==> src/rtl/reversi_pkg.sv <==
// reversi_pkg: types and constants shared by the Reversi control FSM.
//   stateT      - control FSM state encoding
//   BLACK/WHITE - encoding of the player output
//   keySelT     - selected key, with pickKey() giving enter > up > down > left > right
//   GO_TIMEOUT_DEFAULT - default wait-state timeout in cycles
`timescale 1ns/1ps
package reversi_pkg;

  localparam int GO_TIMEOUT_DEFAULT = 1 << 20;

  localparam logic BLACK = 1'b0;
  localparam logic WHITE = 1'b1;

  typedef enum logic [3:0] {
    S_RST, S_BOARD, S_INIT, S_HL, S_KEY, S_MOVE, S_CHECK, S_PLACE,
    S_FLIP, S_SCORE, S_OPP, S_TURN, S_CUR, S_RMHL, S_OVER
  } stateT;

  // Bit positions in the key-edge vector; lower index wins.
  localparam int KEY_ENTER = 0;
  localparam int KEY_UP    = 1;
  localparam int KEY_DOWN  = 2;
  localparam int KEY_LEFT  = 3;
  localparam int KEY_RIGHT = 4;

  typedef enum logic [2:0] {
    K_NONE, K_ENTER, K_UP, K_DOWN, K_LEFT, K_RIGHT
  } keySelT;

  function automatic keySelT pickKey(input logic [4:0] edges);
    if (edges[KEY_ENTER]) return K_ENTER;
    if (edges[KEY_UP])    return K_UP;
    if (edges[KEY_DOWN])  return K_DOWN;
    if (edges[KEY_LEFT])  return K_LEFT;
    if (edges[KEY_RIGHT]) return K_RIGHT;
    return K_NONE;
  endfunction

  // States that advance only on the datapath's go flag.
  function automatic logic isWaitState(input stateT s);
    case (s)
      S_RST, S_BOARD, S_INIT, S_HL, S_CHECK, S_PLACE,
      S_FLIP, S_SCORE, S_OPP, S_CUR, S_RMHL: return 1'b1;
      default:                               return 1'b0;
    endcase
  endfunction

endpackage

==> src/rtl/reversi_control_key_edge_sync.sv <==
// key_edge_sync: two-flop synchronizer followed by a registered rising-edge
// detector for one asynchronous push-button level.
//   clk      - system clock
//   resetn   - synchronous, active-high reset
//   keyLevel - raw asynchronous key level
//   keyRise  - one-cycle pulse, three clock edges after the level rises
`timescale 1ns/1ps
module key_edge_sync (
  input  logic clk,
  input  logic resetn,
  input  logic keyLevel,
  output logic keyRise
);

  logic meta;
  logic sync;
  logic syncDly;

  always_ff @(posedge clk) begin
    if (resetn) begin
      meta    <= 1'b0;
      sync    <= 1'b0;
      syncDly <= 1'b0;
      keyRise <= 1'b0;
    end else begin
      meta    <= keyLevel;
      sync    <= meta;
      syncDly <= sync;
      keyRise <= sync & ~syncDly;
    end
  end

endmodule

==> src/rtl/reversi_control.sv <==
// reversi_control: control FSM sitting directly upstream of the Reversi
// datapath. Sequences draw / rule operations on the datapath go flag, turns
// key edges into move / enter pulses, tracks the player and game over, and
// flags a sticky fault when a wait state exceeds GO_TIMEOUT cycles.
//   clk, resetn            - clock, synchronous active-high reset
//   key_*                  - raw asynchronous push-button levels
//   go, validMove, hasTurn - datapath handshake and results
//   dp_reset, *En, determine* - Moore datapath enables
//   player, game_over, fault  - status
//
// state   | meaning
// S_RST   | datapath reset, wait go
// S_BOARD | draw empty board
// S_INIT  | draw the four starting pieces
// S_HL    | highlight cursor square
// S_KEY   | idle, waiting for a key edge
// S_MOVE  | one-cycle cursor move pulse
// S_CHECK | test validity of the cursor square
// S_PLACE | place piece
// S_FLIP  | flip captured pieces
// S_SCORE | update score
// S_OPP   | does the opponent have a legal move
// S_TURN  | one-cycle hand-over, player toggles
// S_CUR   | opponent passes: does the current player have a move
// S_RMHL  | remove highlight before game over
// S_OVER  | game over, enter restarts
`timescale 1ns/1ps
module reversi_control
  import reversi_pkg::*;
#(
  parameter int GO_TIMEOUT = GO_TIMEOUT_DEFAULT,
  parameter int TW         = 21
) (
  input  logic clk,
  input  logic resetn,
  input  logic key_enter,
  input  logic key_up,
  input  logic key_down,
  input  logic key_left,
  input  logic key_right,
  input  logic go,
  input  logic validMove,
  input  logic hasTurn,
  output logic dp_reset,
  output logic writeEn,
  output logic drawBoardEn,
  output logic drawInitialPiecesEn,
  output logic moveHighlightEn,
  output logic checkIfValidMoveEn,
  output logic placeEn,
  output logic flipEn,
  output logic scoreManagerEn,
  output logic determineHasTurnEn,
  output logic determineOpponent,
  output logic determineCurrent,
  output logic TurnManagerEn,
  output logic removeHighlightEn,
  output logic moveUpEn,
  output logic moveDownEn,
  output logic moveLeftEn,
  output logic moveRightEn,
  output logic enterEn,
  output logic player,
  output logic game_over,
  output logic fault
);

  localparam logic [TW-1:0] CNT_LAST = TW'(GO_TIMEOUT - 1);

  stateT   state, stateNext;
  keySelT  keySel, moveDir;
  logic [4:0]    keyRaw, keyEdge;
  logic [TW-1:0] cnt;
  logic          goOk, timeout;

  assign keyRaw[KEY_ENTER] = key_enter;
  assign keyRaw[KEY_UP]    = key_up;
  assign keyRaw[KEY_DOWN]  = key_down;
  assign keyRaw[KEY_LEFT]  = key_left;
  assign keyRaw[KEY_RIGHT] = key_right;

  for (genvar i = 0; i < 5; i++) begin : gKey
    key_edge_sync uSync (
      .clk     (clk),
      .resetn  (resetn),
      .keyLevel(keyRaw[i]),
      .keyRise (keyEdge[i])
    );
  end

  // Edges are single-cycle, so anything outside S_KEY/S_OVER is simply lost.
  assign keySel = pickKey(keyEdge);

  always_ff @(posedge clk) begin
    if (resetn) begin
      state   <= S_RST;
      cnt     <= '0;
      moveDir <= K_NONE;
      player  <= BLACK;
      fault   <= 1'b0;
    end else begin
      state <= stateNext;
      // Restart the dwell count on every transition, including the
      // S_RST -> S_RST timeout.
      if (stateNext != state || timeout) cnt <= '0;
      else if (isWaitState(state))       cnt <= cnt + TW'(1);
      if (state == S_KEY) moveDir <= keySel;
      if (state == S_TURN)                          player <= ~player;
      else if (state == S_OVER && keySel == K_ENTER) player <= BLACK;
      if (timeout) fault <= 1'b1;
    end
  end

  always_comb begin
    stateNext           = state;
    // First cycle of a wait state ignores go: it may be the last
    // operation's done flag still held by the datapath.
    goOk                = go && (cnt != '0);
    timeout             = 1'b0;
    dp_reset            = 1'b0;
    writeEn             = 1'b0;
    drawBoardEn         = 1'b0;
    drawInitialPiecesEn = 1'b0;
    moveHighlightEn     = 1'b0;
    checkIfValidMoveEn  = 1'b0;
    placeEn             = 1'b0;
    flipEn              = 1'b0;
    scoreManagerEn      = 1'b0;
    determineHasTurnEn  = 1'b0;
    determineOpponent   = 1'b0;
    determineCurrent    = 1'b0;
    TurnManagerEn       = 1'b0;
    removeHighlightEn   = 1'b0;
    moveUpEn            = 1'b0;
    moveDownEn          = 1'b0;
    moveLeftEn          = 1'b0;
    moveRightEn         = 1'b0;
    enterEn             = 1'b0;
    game_over           = 1'b0;

    case (state)
      S_RST: begin
        dp_reset = 1'b1;
        if (goOk) stateNext = S_BOARD;
      end
      S_BOARD: begin
        drawBoardEn = 1'b1;
        writeEn     = 1'b1;
        if (goOk) stateNext = S_INIT;
      end
      S_INIT: begin
        drawInitialPiecesEn = 1'b1;
        writeEn             = 1'b1;
        if (goOk) stateNext = S_HL;
      end
      S_HL: begin
        moveHighlightEn = 1'b1;
        writeEn         = 1'b1;
        if (goOk) stateNext = S_KEY;
      end
      S_KEY: begin
        case (keySel)
          K_NONE:  stateNext = S_KEY;
          K_ENTER: stateNext = S_CHECK;
          default: stateNext = S_MOVE;
        endcase
      end
      S_MOVE: begin
        moveUpEn    = (moveDir == K_UP);
        moveDownEn  = (moveDir == K_DOWN);
        moveLeftEn  = (moveDir == K_LEFT);
        moveRightEn = (moveDir == K_RIGHT);
        stateNext   = S_HL;
      end
      S_CHECK: begin
        checkIfValidMoveEn = 1'b1;
        enterEn            = (cnt == '0);
        if (goOk) stateNext = validMove ? S_PLACE : S_KEY;
      end
      S_PLACE: begin
        placeEn = 1'b1;
        writeEn = 1'b1;
        if (goOk) stateNext = S_FLIP;
      end
      S_FLIP: begin
        flipEn  = 1'b1;
        writeEn = 1'b1;
        if (goOk) stateNext = S_SCORE;
      end
      S_SCORE: begin
        scoreManagerEn = 1'b1;
        writeEn        = 1'b1;
        if (goOk) stateNext = S_OPP;
      end
      S_OPP: begin
        determineHasTurnEn = 1'b1;
        determineOpponent  = 1'b1;
        if (goOk) stateNext = hasTurn ? S_TURN : S_CUR;
      end
      S_TURN: begin
        TurnManagerEn = 1'b1;
        stateNext     = S_HL;
      end
      S_CUR: begin
        determineHasTurnEn = 1'b1;
        determineCurrent   = 1'b1;
        if (goOk) stateNext = hasTurn ? S_HL : S_RMHL;
      end
      S_RMHL: begin
        removeHighlightEn = 1'b1;
        writeEn           = 1'b1;
        if (goOk) stateNext = S_OVER;
      end
      S_OVER: begin
        game_over = 1'b1;
        if (keySel == K_ENTER) stateNext = S_RST;
      end
      default: stateNext = S_RST;
    endcase

    if (isWaitState(state) && !goOk && cnt == CNT_LAST) begin
      timeout   = 1'b1;
      stateNext = S_RST;
    end
  end

endmodule

==> config.mk <==
export PLATFORM = sky130hd
export DESIGN_NAME = reversi_control
export DESIGN_NICKNAME = d
export VERILOG_FILES = /design/src/rtl/reversi_pkg.sv /design/src/rtl/reversi_control_key_edge_sync.sv /design/src/rtl/reversi_control.sv
export SDC_FILE = /design/constraint.sdc
export NUM_CORES = 1
export LEC_CHECK = 0
export ABC_CLOCK_PERIOD_IN_PS = 2600
export BUFFER_PORTS_ARGS = -buffer_cell sky130_fd_sc_hd__buf_2
export CORE_ASPECT_RATIO = 0.9
export CORE_MARGIN = 2
export CORE_UTILIZATION = 35
export DETAILED_ROUTE_END_ITERATION = 16
export GPL_TIMING_DRIVEN = 0
export REMOVE_ABC_BUFFERS = 1
export SYNTH_ARGS = -nofsm -noshare
export SYNTH_HDL_FRONTEND = slang
export SYNTH_SLANG_ARGS = --single-unit
==> constraint.sdc <==
create_clock -name clk -period 2.6 [get_ports clk]
set_input_delay 0.65 -clock clk [delete_from_list [all_inputs] [get_ports clk]]
set_output_delay 0.65 -clock clk [all_outputs]
set_load 0.02 [all_outputs]
After elaboration in Yosys (flattened, before gate mapping)
Memories as Yosys holds them, arrays and structs flattened. A register that Yosys moved wholly into a read port is not among the register bits.
Cells that the tools add are included.
{ "op_classes": {"addsub": 1, "n_eq_ne": 21, "muxes": 70, "bitwise": 11, "n_reduce_logical": 15} }
{ "op_table": {"columns": ["op", "n"], "rows": [
  ["2-to-1 mux 4 bit", 16],
  ["case mux 4 bit (14 select lines)", 1],
  ["2-to-1 mux 1 bit", 40],
  ["2-to-1 mux 3 bit", 11],
  ["== test 4 bit, second input constant", 7],
  ["adder 21 x 1 -> 21 bit, second input constant", 1],
  ["== test 21 x 20 -> 1 bit, second input constant", 1],
  ["logical NOT 21 bit", 1],
  ["nonzero test 21 bit", 1],
  ["== test 4 x 3 -> 1 bit, second input constant", 4],
  ["== test 4 x 2 -> 1 bit, second input constant", 2],
  ["OR reduction 7 bit", 1],
  ["== test 3 x 2 -> 1 bit, second input constant", 2],
  ["== test 3 bit, second input constant", 2],
  ["inverter 1 bit", 6],
  ["OR reduction 2 bit", 3],
  ["AND 1 bit", 5],
  ["== test 4 x 1 -> 1 bit, second input constant", 1],
  ["logical AND 1 bit", 4],
  ["logical NOT 4 bit", 1],
  ["inequality test 4 bit", 1],
  ["case mux 2 bit (2 select lines)", 1],
  ["== test 3 x 1 -> 1 bit, second input constant", 1],
  ["logical NOT 3 bit", 1],
  ["4 further kinds", 4]
]} }
{ "totals": {"ff_bits": 50, "rom_bits": 32, "inputBits": 10, "output_inout_bits": 22, "elab_cells": 145, "memories": 2} }
{ "mem_list": {"columns": ["name", "words", "width", "rd", "rd_ports_with_merged_regs", "wr", "line", "rtl"], "rows": [
  ["(name not given)", 16, 1, 1, 1, 0, "reversi_pkg.sv:41", "case (s)"],
  ["(name not given)", 16, 1, 1, 1, 0, "reversi_pkg.sv:41", null]
]} }

Logic depth before layout (Yosys ltp)
Gate-level depths: netlist of run 1.
{ "depth": {"ltp_word": 24, "ltp_mapped": 10, "mapped_depth_nobuf": 9} }

By module
From an unflattened synthesis of run 1, not the netlist that was laid out.
{ "unflattened": {"cells_unflattened": 331, "area_unflattened_um2": 2707.6} }
{ "by_module_without_submodules": {"columns": ["module", "n_inst", "cells_each", "area_per_inst_um2", "seq_area_each_um2"], "rows": [
  ["reversi_control", 1, 291, 2150.8, 620.6],
  ["key_edge_sync", 5, 8, 111.4, 80.1]
]} }

Least setup slack after synthesis of run 1
Ideal clock, no wire load.
{ "synth_timing": {"path_type": "register to output", "startpoint": "register state[0]", "endpoint": "output moveLeftEn", "t_arrival_ps": 1704, "required_time_ps": 1950, "slack_ps": 246, "path_stages_with_launch": 5, "path_buffers": 2, "cell_sequence": "dfxtp_1 > buf_6 > clkbuf_1 > nand2_1 > nor4_1"} }
{ "synth_via": {"elab_chain_cells": 2} }
{ "synth_lines": {"columns": ["element", "line", "rtl"], "rows": [
  ["from (decl)", "reversi_control.sv:70", "stateT state, stateNext;"],
  ["from (signal assigned)", "reversi_control.sv:102", "state <= stateNext;"],
  ["== test 4 x 3 -> 1 bit", "reversi_control.sv:141", "case (state)"],
  ["2-to-1 mux 1 bit", "reversi_control.sv:141", null],
  ["to (decl)", "reversi_control.sv:60", "output logic moveLeftEn,"]
]} }
Every way passes these cells.

Worst setup path in the final report of run 1
{ "layout_timing": {"startpoint": "register cnt[14]", "endpoint": "register cnt[1]"} }
{ "layout_via": {"elab_chain_cells": 9, "word_cells_on_any_way": 23, "cone_classes": "eq/ne: 2; mux: 14; reduce/logical: 7"} }
{ "layout_lines": {"columns": ["element", "line", "rtl"], "rows": [
  ["from (decl)", "reversi_control.sv:73", "logic [TW-1:0] cnt;"],
  ["from (signal assigned)", "reversi_control.sv:106", "else if (isWaitState(state)) cnt <= cnt + TW'(1);"],
  ["branches (longest 7 deep; another with nonzero test 21 bit)", null, null],
  ["logical OR 1 bit *", "reversi_control.sv:105", "if (stateNext != state || timeout) cnt <= '0;"],
  ["OR reduction 2 bit (no line) *", null, null]
]} }
Every way passes the cells marked *.
A chain may end at the register's enable or synchronous reset.

==> impl_results.md, run 1 <==
* EDFF count, synth at 0
* Register bit count reported by yosys at 51
* Hold Vio Cnt, Final at 0
* Worst reg-to-reg path cell count at 8
* Post-route DRC at 0
* Cells after Synth at 330
* Cell family with most CP delay: simple AND/OR/NAND/NOR gates
* Io pins at 32
* Hold path cells at 1
* Global-route wire length before repair at 10,200 µm
* Worst vdd ir at 0.000263 V
* YS warnings at 0
* CP max FO at 10
* Outcome: completed
* Worst EP arrival at 2.79 ns
* I/O Buffers at 31
* Worst-path cell chain: or4_4 -> or2_4 -> o21ai_4 -> o211ai_2 -> a311oi_4 -> nand4_4 -> buf_12 -> nor2_2
* Main synth FF type: dfxtp_1
* CP Data Required Time at 2.85 ns
* Overall Global Routing Usage at 0.144
* Initial core utilization at 0.360
* Worst Hold End: gKey[1].uSync.keyRise$_SDFF_PP0_
* H-tree lvl count at 2
* RR Endpoint: cnt[1]$_SDFFE_PP0P_
* Cells after DPL at 439
* Final setup vio count at 0
* CP max stage delay at 0.56 ns
* First-pass detailed-route iteration total at 4
* Die ar. at 8480 µm²
* Initial antenna violation count at 0
* Period utilization at 0.977
* Total grt overflow at 0
* Max_slew headroom at 0.437
* Critical-path top delay cell: or4_4
* Slew Viols, Final at 0
* RR Startpoint: cnt[14]$_SDFFE_PP0P_
* Antenna-violating nets left at 0
* Area delta synth->final at 16.8%
* Min-Delay Path Class: reg -> reg
* Final nets at 367
* Die Span X at 96.9 µm
* Synth unique cells at 55
* Post-DR vias/cell at 5.28
* Minimum clock period at 2.54 ns
* Final Non-Filler Cells at 452
* Max Cap Viol at 0
* Crit Path Class: reg -> reg
* Crit path buffers/inverters at 1
* Post-synth ARST share at 0
* Crit end category: flop
* Startpoint Class: flop
* Area of the core at 7540 µm²
* Max Clock Freq at 394 MHz
* Worst R2R Setup Slack at 0.06 ns
* Reg clk slew, reported paths at 0.11 ns
* Average wire per standard cell at 13.4 µm
* Root Driver: clkbuf_8
* Total power at 2.03 mW
* Die Ht at 87.6 µm
* Routed WL at 6050 µm
* Hold_ws at 0.381 ns
* Worst-Skew Late Latency at 0.31 ns
* Max Root-Sink Buffers at 2
* TritonCTS buffer count at 5
* Rows at 30
* # diodes at 0
* Hold path startpoint: gKey[1].uSync.syncDly$_SDFF_PP0_
* Layout cells sized above 1 at 0.264
* Placer Congestion at 0.856
* RSZ-0062 raised after global routing: true
* Initial DRC Count at 124
* Largest net degree at the start of global routing at 30
* Netlist Area Pre-Place at 2720 µm²
* Vias in the first global route at 2,103
* Sequential area share after synthesis at 0.376
* CTS tree: done
* Post-Route Skew at 0.0135 ns
* Hpwl dp at 3950 µm
* Syn_area_per_cell at 8.23 µm²
* P per Cell Area at 641 nW/µm²
* WP depth at 8
* Total leakage power at 1.20 nW
* Tightest Pin Transition at 0.839 ns
* DR vias at 2,385
* Clock tree sinks at 51
[state kept, by name, indices dropped and copies added (netlist names), named ones only]
name / flops
cnt: 21
fault: 1
gKey.uSync.keyRise: 5
state: 4
gKey.uSync.sync: 5
gKey.uSync.syncDly: 5
moveDir: 3
player: 1
gKey.uSync.meta: 5
[kinds of logic after synthesis]
family | Yosys count | synth area share
AO/OA/AOI/OAI | 51 | 0.131
AND/OR/NAND/NOR | 175 | 0.353
XOR/XNOR | 20 | 0.0645
multiplexers | 2 | 0.0120
buffers and inverters | 29 | 0.0543
adder cells (fa/ha/maj) | 2 | 0.00921
flip-flops | 51 | 0.376
[routing by layer]
metal | GRT usage | up-vias | share of wire
li1 | - | 1197 | -
met1 | 0.199 | 1094 | 0.47
met2 | 0.230 | 85 | 0.44
met3 | 0.0263 | 9 | 0.073
met4 | 0.0474 | 0 | 0.019
met5 | 0 | - | 0
[report_power, final]
| part | switching, mW | internal [mW] |
|---|---|---|
| Sequential | 0.0747 | 0.820 |
| Clock | 0.304 | 0.205 |
| Combinational | 0.364 | 0.267 |
| Total | 0.743 | 1.29 |
[cell type report]
type | instances | area (µm²)
fillers | 744 | 4370
multi-input cells | 251 | 1660
flip-flops and latches | 51 | 1040
repair buffers | 35 | 210
well taps | 96 | 120
clock buffers | 5 | 68.8
inverters | 11 | 41.3
clock inverters | 3 | 33.8
[what timing repair did]
item / CTS / global route
resized for setup: 12 / 18
endpoints found under the setup margin: 35 / 23
setup buffers: 1 / 3
hold buffers: 0 / 0
pin swaps: 2 / 3
cloned: 1 / 0
hold endpoints to repair: 0 / 0
[synthesized netlist by cell type, drive strengths merged (3+ instances only)]
| cell type | count | area, µm² |
|---|---|---|
| nand2b | 8 | 50.1 |
| inv | 11 | 41.3 |
| a211oi | 4 | 30.0 |
| buf | 11 | 80.1 |
| and3 | 7 | 46.3 |
| a21oi | 19 | 95.1 |
| and4 | 5 | 43.8 |
| nor2 | 56 | 263 |
| xor2 | 10 | 87.6 |
| nand4 | 7 | 56.3 |
| nor2b | 23 | 144 |
| o21ai | 6 | 41.3 |
| nor3 | 17 | 85.1 |
| nor4 | 6 | 37.5 |
| nand2 | 24 | 90.1 |
| dfxtp | 51 | 1020 |
| nand3 | 10 | 50.1 |
| clkbuf | 7 | 26.3 |
| a22oi | 3 | 22.5 |
| xnor2 | 10 | 87.6 |
[per-stage QoR]
stage	worst slack [ns]	setup TNS [ns]	area [µm²]	utilization
2_1_floorplan	-0.373	-6.76	2610	-
3_3_place_gp	-0.816	-15.88	2890	0.382
3_5_place_dp	-0.734	-14.15	2890	0.382
4_1_cts	0.0232	0	3070	0.407
5_1_grt	-0.0274	-0.116	3170	0.420
6_report	0.0594	0	3170	0.420
[how the worst max path moves through the flow]
stage | startpoint | end | slack (ns)
after CTS | cnt[14]$_SDFFE_PP0P_ | cnt[9]$_SDFFE_PP0P_ | 0.02
final | cnt[14]$_SDFFE_PP0P_ | cnt[1]$_SDFFE_PP0P_ | 0.06
after detailed placement | state[2]$_SDFF_PP0_ | cnt[20]$_SDFFE_PP0P_ | -0.73
after global placement | state[2]$_SDFF_PP0_ | cnt[20]$_SDFFE_PP0P_ | -0.82
after global routing | cnt[1]$_SDFFE_PP0P_ | cnt[0]$_SDFFE_PP0P_ | -0.03
after floorplan | state[3]$_SDFF_PP0_ | cnt[20]$_SDFFE_PP0P_ | -0.37
[cell usage in the layout (no fill, tap or decap), types with 4 or more instances in the layout]
cell type	Yosys	layout
nand2b_1	8	7
and3_1	5	4
xnor2_1	10	10
dfxtp_1	51	42
inv_1	11	11
and4_1	5	4
a211oi_1	4	4
nor2b_1	23	23
nand3_1	10	10
xor2_1	10	10
nor4_1	6	4
a21oi_1	19	19
nor2_1	35	35
o21ai_0	5	5
nand4_1	5	5
buf_2	1	31
clkbuf_8	0	5
dfxtp_2	0	6
nor3_1	17	16
nand2_1	24	24
nor2_2	21	20
(Power assumes the default switching activity.)
==> run 2: changes to the inputs <==
--- a/config.mk
+++ b/config.mk
@@ -11,7 +11,7 @@
 export CORE_MARGIN = 2
 export CORE_UTILIZATION = 35
 export DETAILED_ROUTE_END_ITERATION = 16
-export GPL_TIMING_DRIVEN = 0
+export GPL_TIMING_DRIVEN = 1
 export REMOVE_ABC_BUFFERS = 1
 export SYNTH_ARGS = -nofsm -noshare
 export SYNTH_HDL_FRONTEND = slang
==> run 2 against run 1 <==
First-iteration DRC count down 22%. Power about the same. Sequential share of layout area down 0.45 points. Sequential power down 3.6%. Critical path depth down 3. Clock power up 9.6%. Die area unchanged. Hold slack better by 0.0056 ns. Global-route usage down 0.14 points. Worst setup slack better by 0.073 ns. Cell count up 2.9%. Highest routed layer unchanged.
==> impl_results.md, run 2 (synthesis gave the netlist of run 1 again) <==
* Outcome: completed (unchanged)
* RSZ-0062 raised after global routing: false (was true)
* Worst vdd ir at 0.000371 V (was 0.000263 V)
* Worst-Skew Late Latency at 0.30 ns (was 0.31 ns)
* Final Non-Filler Cells at 465 (was 452)
* Max Root-Sink Buffers at 2 (unchanged)
* Tightest Pin Transition at 0.499 ns (was 0.839 ns)
* Largest register FFs at 21 (unchanged)
* Crit end category: primary output (was flop)
* Startpoint Class: flop (unchanged)
* Slew Viols, Final at 0 (unchanged)
* Worst setup margin at 0.133 ns (was 0.0594 ns)
* Minimum clock period at 2.47 ns (was 2.54 ns)
* First-pass detailed-route iteration total at 4 (unchanged)
* CTS tree: done (unchanged)
* Total leakage power at 1.23 nW (was 1.20 nW)
* DP Area at 3030 µm² (was 2890 µm²)
* Overall Global Routing Usage at 0.143 (was 0.144)
* Max_slew headroom at 0.667 (was 0.437)
* Root Driver: clkbuf_8 (unchanged)
* Min-Delay Path Class: reg -> reg (unchanged)
* Fillers at 762 (was 744)
* Most common cell after layout, fill and taps aside: dfxtp_1 (unchanged)
* TritonCTS buffer count at 5 (unchanged)
* Average wire per standard cell at 12.5 µm (was 13.4 µm)
* Hpwl dp at 4400 µm (was 3950 µm)
* Cells after DPL at 457 (was 439)
* H-tree lvl count at 2 (unchanged)
* Initial antenna violation count at 0 (unchanged)
* Max Clock Freq at 405 MHz (was 394 MHz)
* Post-Route Skew at 0.00933 ns (was 0.0135 ns)
* Final nets at 380 (was 367)
* Vias in the first global route at 2,086 (was 2,103)
* Area delta synth->final at 16.8% (about the same)
* DP Worst Slack at 0.148 ns (was -0.734 ns)
* # diodes at 0 (unchanged)
* Max Cap Viol at 0 (unchanged)
* Period utilization at 0.949 (was 0.977)
* Die Span X at 96.9 µm (unchanged)
* Die ar. at 8480 µm² (unchanged)
* Global-route wire length before repair at 9980 µm (was 10,200 µm)
* I/O Buffers at 31 (unchanged)
* Routed WL at 5830 µm (was 6050 µm)
* Io pins at 32 (unchanged)
* Hold Vio Cnt, Final at 0 (unchanged)
* Crit Path Class: reg -> out (was reg -> reg)
* DR vias at 2,330 (was 2,385)
* Post-route DRC at 0 (unchanged)
* Initial DRC Count at 97 (was 124)
* Reg clk slew, reported paths at 0.10 ns (was 0.11 ns)
* Hold Buf Count CTS at 0 (unchanged)
* Final setup vio count at 0 (unchanged)
* Layout cells sized above 1 at 0.260 (was 0.264)
* Largest net degree at the start of global routing at 24 (was 30)
* Die Ht at 87.6 µm (unchanged)
* Initial core utilization at 0.360 (unchanged)
* Area of the core at 7540 µm² (unchanged)
* Rows at 30 (unchanged)
* Cell area after layout at 3170 µm² (about the same)
* Total grt overflow at 0 (unchanged)
* Post-DR vias/cell at 5.01 (was 5.28)
* Antenna-violating nets left at 0 (unchanged)
* Total power at 2.03 mW (about the same)
* Placer Congestion at 0.872 (was 0.856)
* CP max FO at 6 (was 10)
* Worst EP arrival at 1.82 ns (was 2.79 ns)
* Commonest non-fill, non-tap cells in the layout: dfxtp_1 (47), nor2_1 (35), buf_2 (31) (was dfxtp_1 (42), nor2_1 (35), buf_2 (31))
* P per Cell Area at 641 nW/µm² (about the same)
* CP Data Required Time at 1.95 ns (was 2.85 ns)
* Most flops, register: cnt (unchanged)
* Clock tree sinks at 51 (unchanged)
==> run 2: cell count changes in the layout (fill, tap and decap cells not counted), moves of 2 or more <==
cell | previous run | this run
buf_4 | 2 | 17
dfxtp_1 | 42 | 47
dfxtp_4 | 3 | 0
nand4_4 | 3 | 0
dfxtp_2 | 6 | 4
nand4_2 | 0 | 2
nor4_1 | 4 | 6
nor4_2 | 2 | 0
==> run 2: worst max-delay path, stage by stage (launching register included) <==
cell and delay (ns):
dfxtp_2 0.36, or4_4 0.56, nor2_4 0.18, nand2_1 0.10
nor3_1 0.12, buf_2 0.19
==> run 2: layer usage <==
metal	wire length (µm)	GRT usage	vias to the layer above	share of wire
met5	0	0	-	0
met3	253	0.0239	6	0.043
met4	83	0.0499	0	0.014
met2	2490	0.218	38	0.43
li1	-	-	1220	-
met1	3000	0.205	1066	0.52
==> run 2: metrics by stage <==
stage | util | setup TNS, ns | hold WS, ns
after CTS | 0.417 | 0 | 0.391
after global routing | 0.421 | 0 | 0.395
after detailed placement | 0.402 | 0 | 0.372
final | 0.421 | 0 | 0.387
after floorplan | - | -6.76 | 0.367
after global placement | 0.402 | 0 | 0.372
==> run 2: cell type report <==
class | instances | area [µm²] | area share
Multi-Input combinational cell | 250 | 1570 | 0.494
Sequential cell | 51 | 1030 | 0.323
Timing Repair Buffer | 49 | 303 | 0.0954
Tap cell | 96 | 120 | 0.0379
Clock buffer | 5 | 68.8 | 0.0217
Clock inverter | 3 | 46.3 | 0.0146
Inverter | 11 | 41.3 | 0.0130
==> run 2: final timing paths <==
kind	from	to	slack, ns	depth (start not counted)
worst min-delay path	gKey[3].uSync.syncDly$_SDFF_PP0_	gKey[3].uSync.keyRise$_SDFF_PP0_	0.39	1
worst max-delay path	cnt[5]$_SDFFE_PP0P_	enterEn	0.13	5
worst max register to register	cnt[14]$_SDFFE_PP0P_	cnt[15]$_SDFFE_PP0P_	0.18	8
worst min register to register	gKey[3].uSync.syncDly$_SDFF_PP0_	gKey[3].uSync.keyRise$_SDFF_PP0_	0.39	1
==> run 2: repair_timing <==
item | in CTS | in global routing
resized for setup | 0 | 9
hold endpoints to repair | 0 | 0
setup endpoints to repair | 0 | 23
buffers inserted | 0 | 0
==> run 2: power by group <==
part | switching [mW] | internal, mW | total [mW]
clock network | 0.268 | 0.290 | 0.558
logic | 0.366 | 0.248 | 0.615
registers | 0.0455 | 0.817 | 0.862
total | 0.680 | 1.36 | 2.03
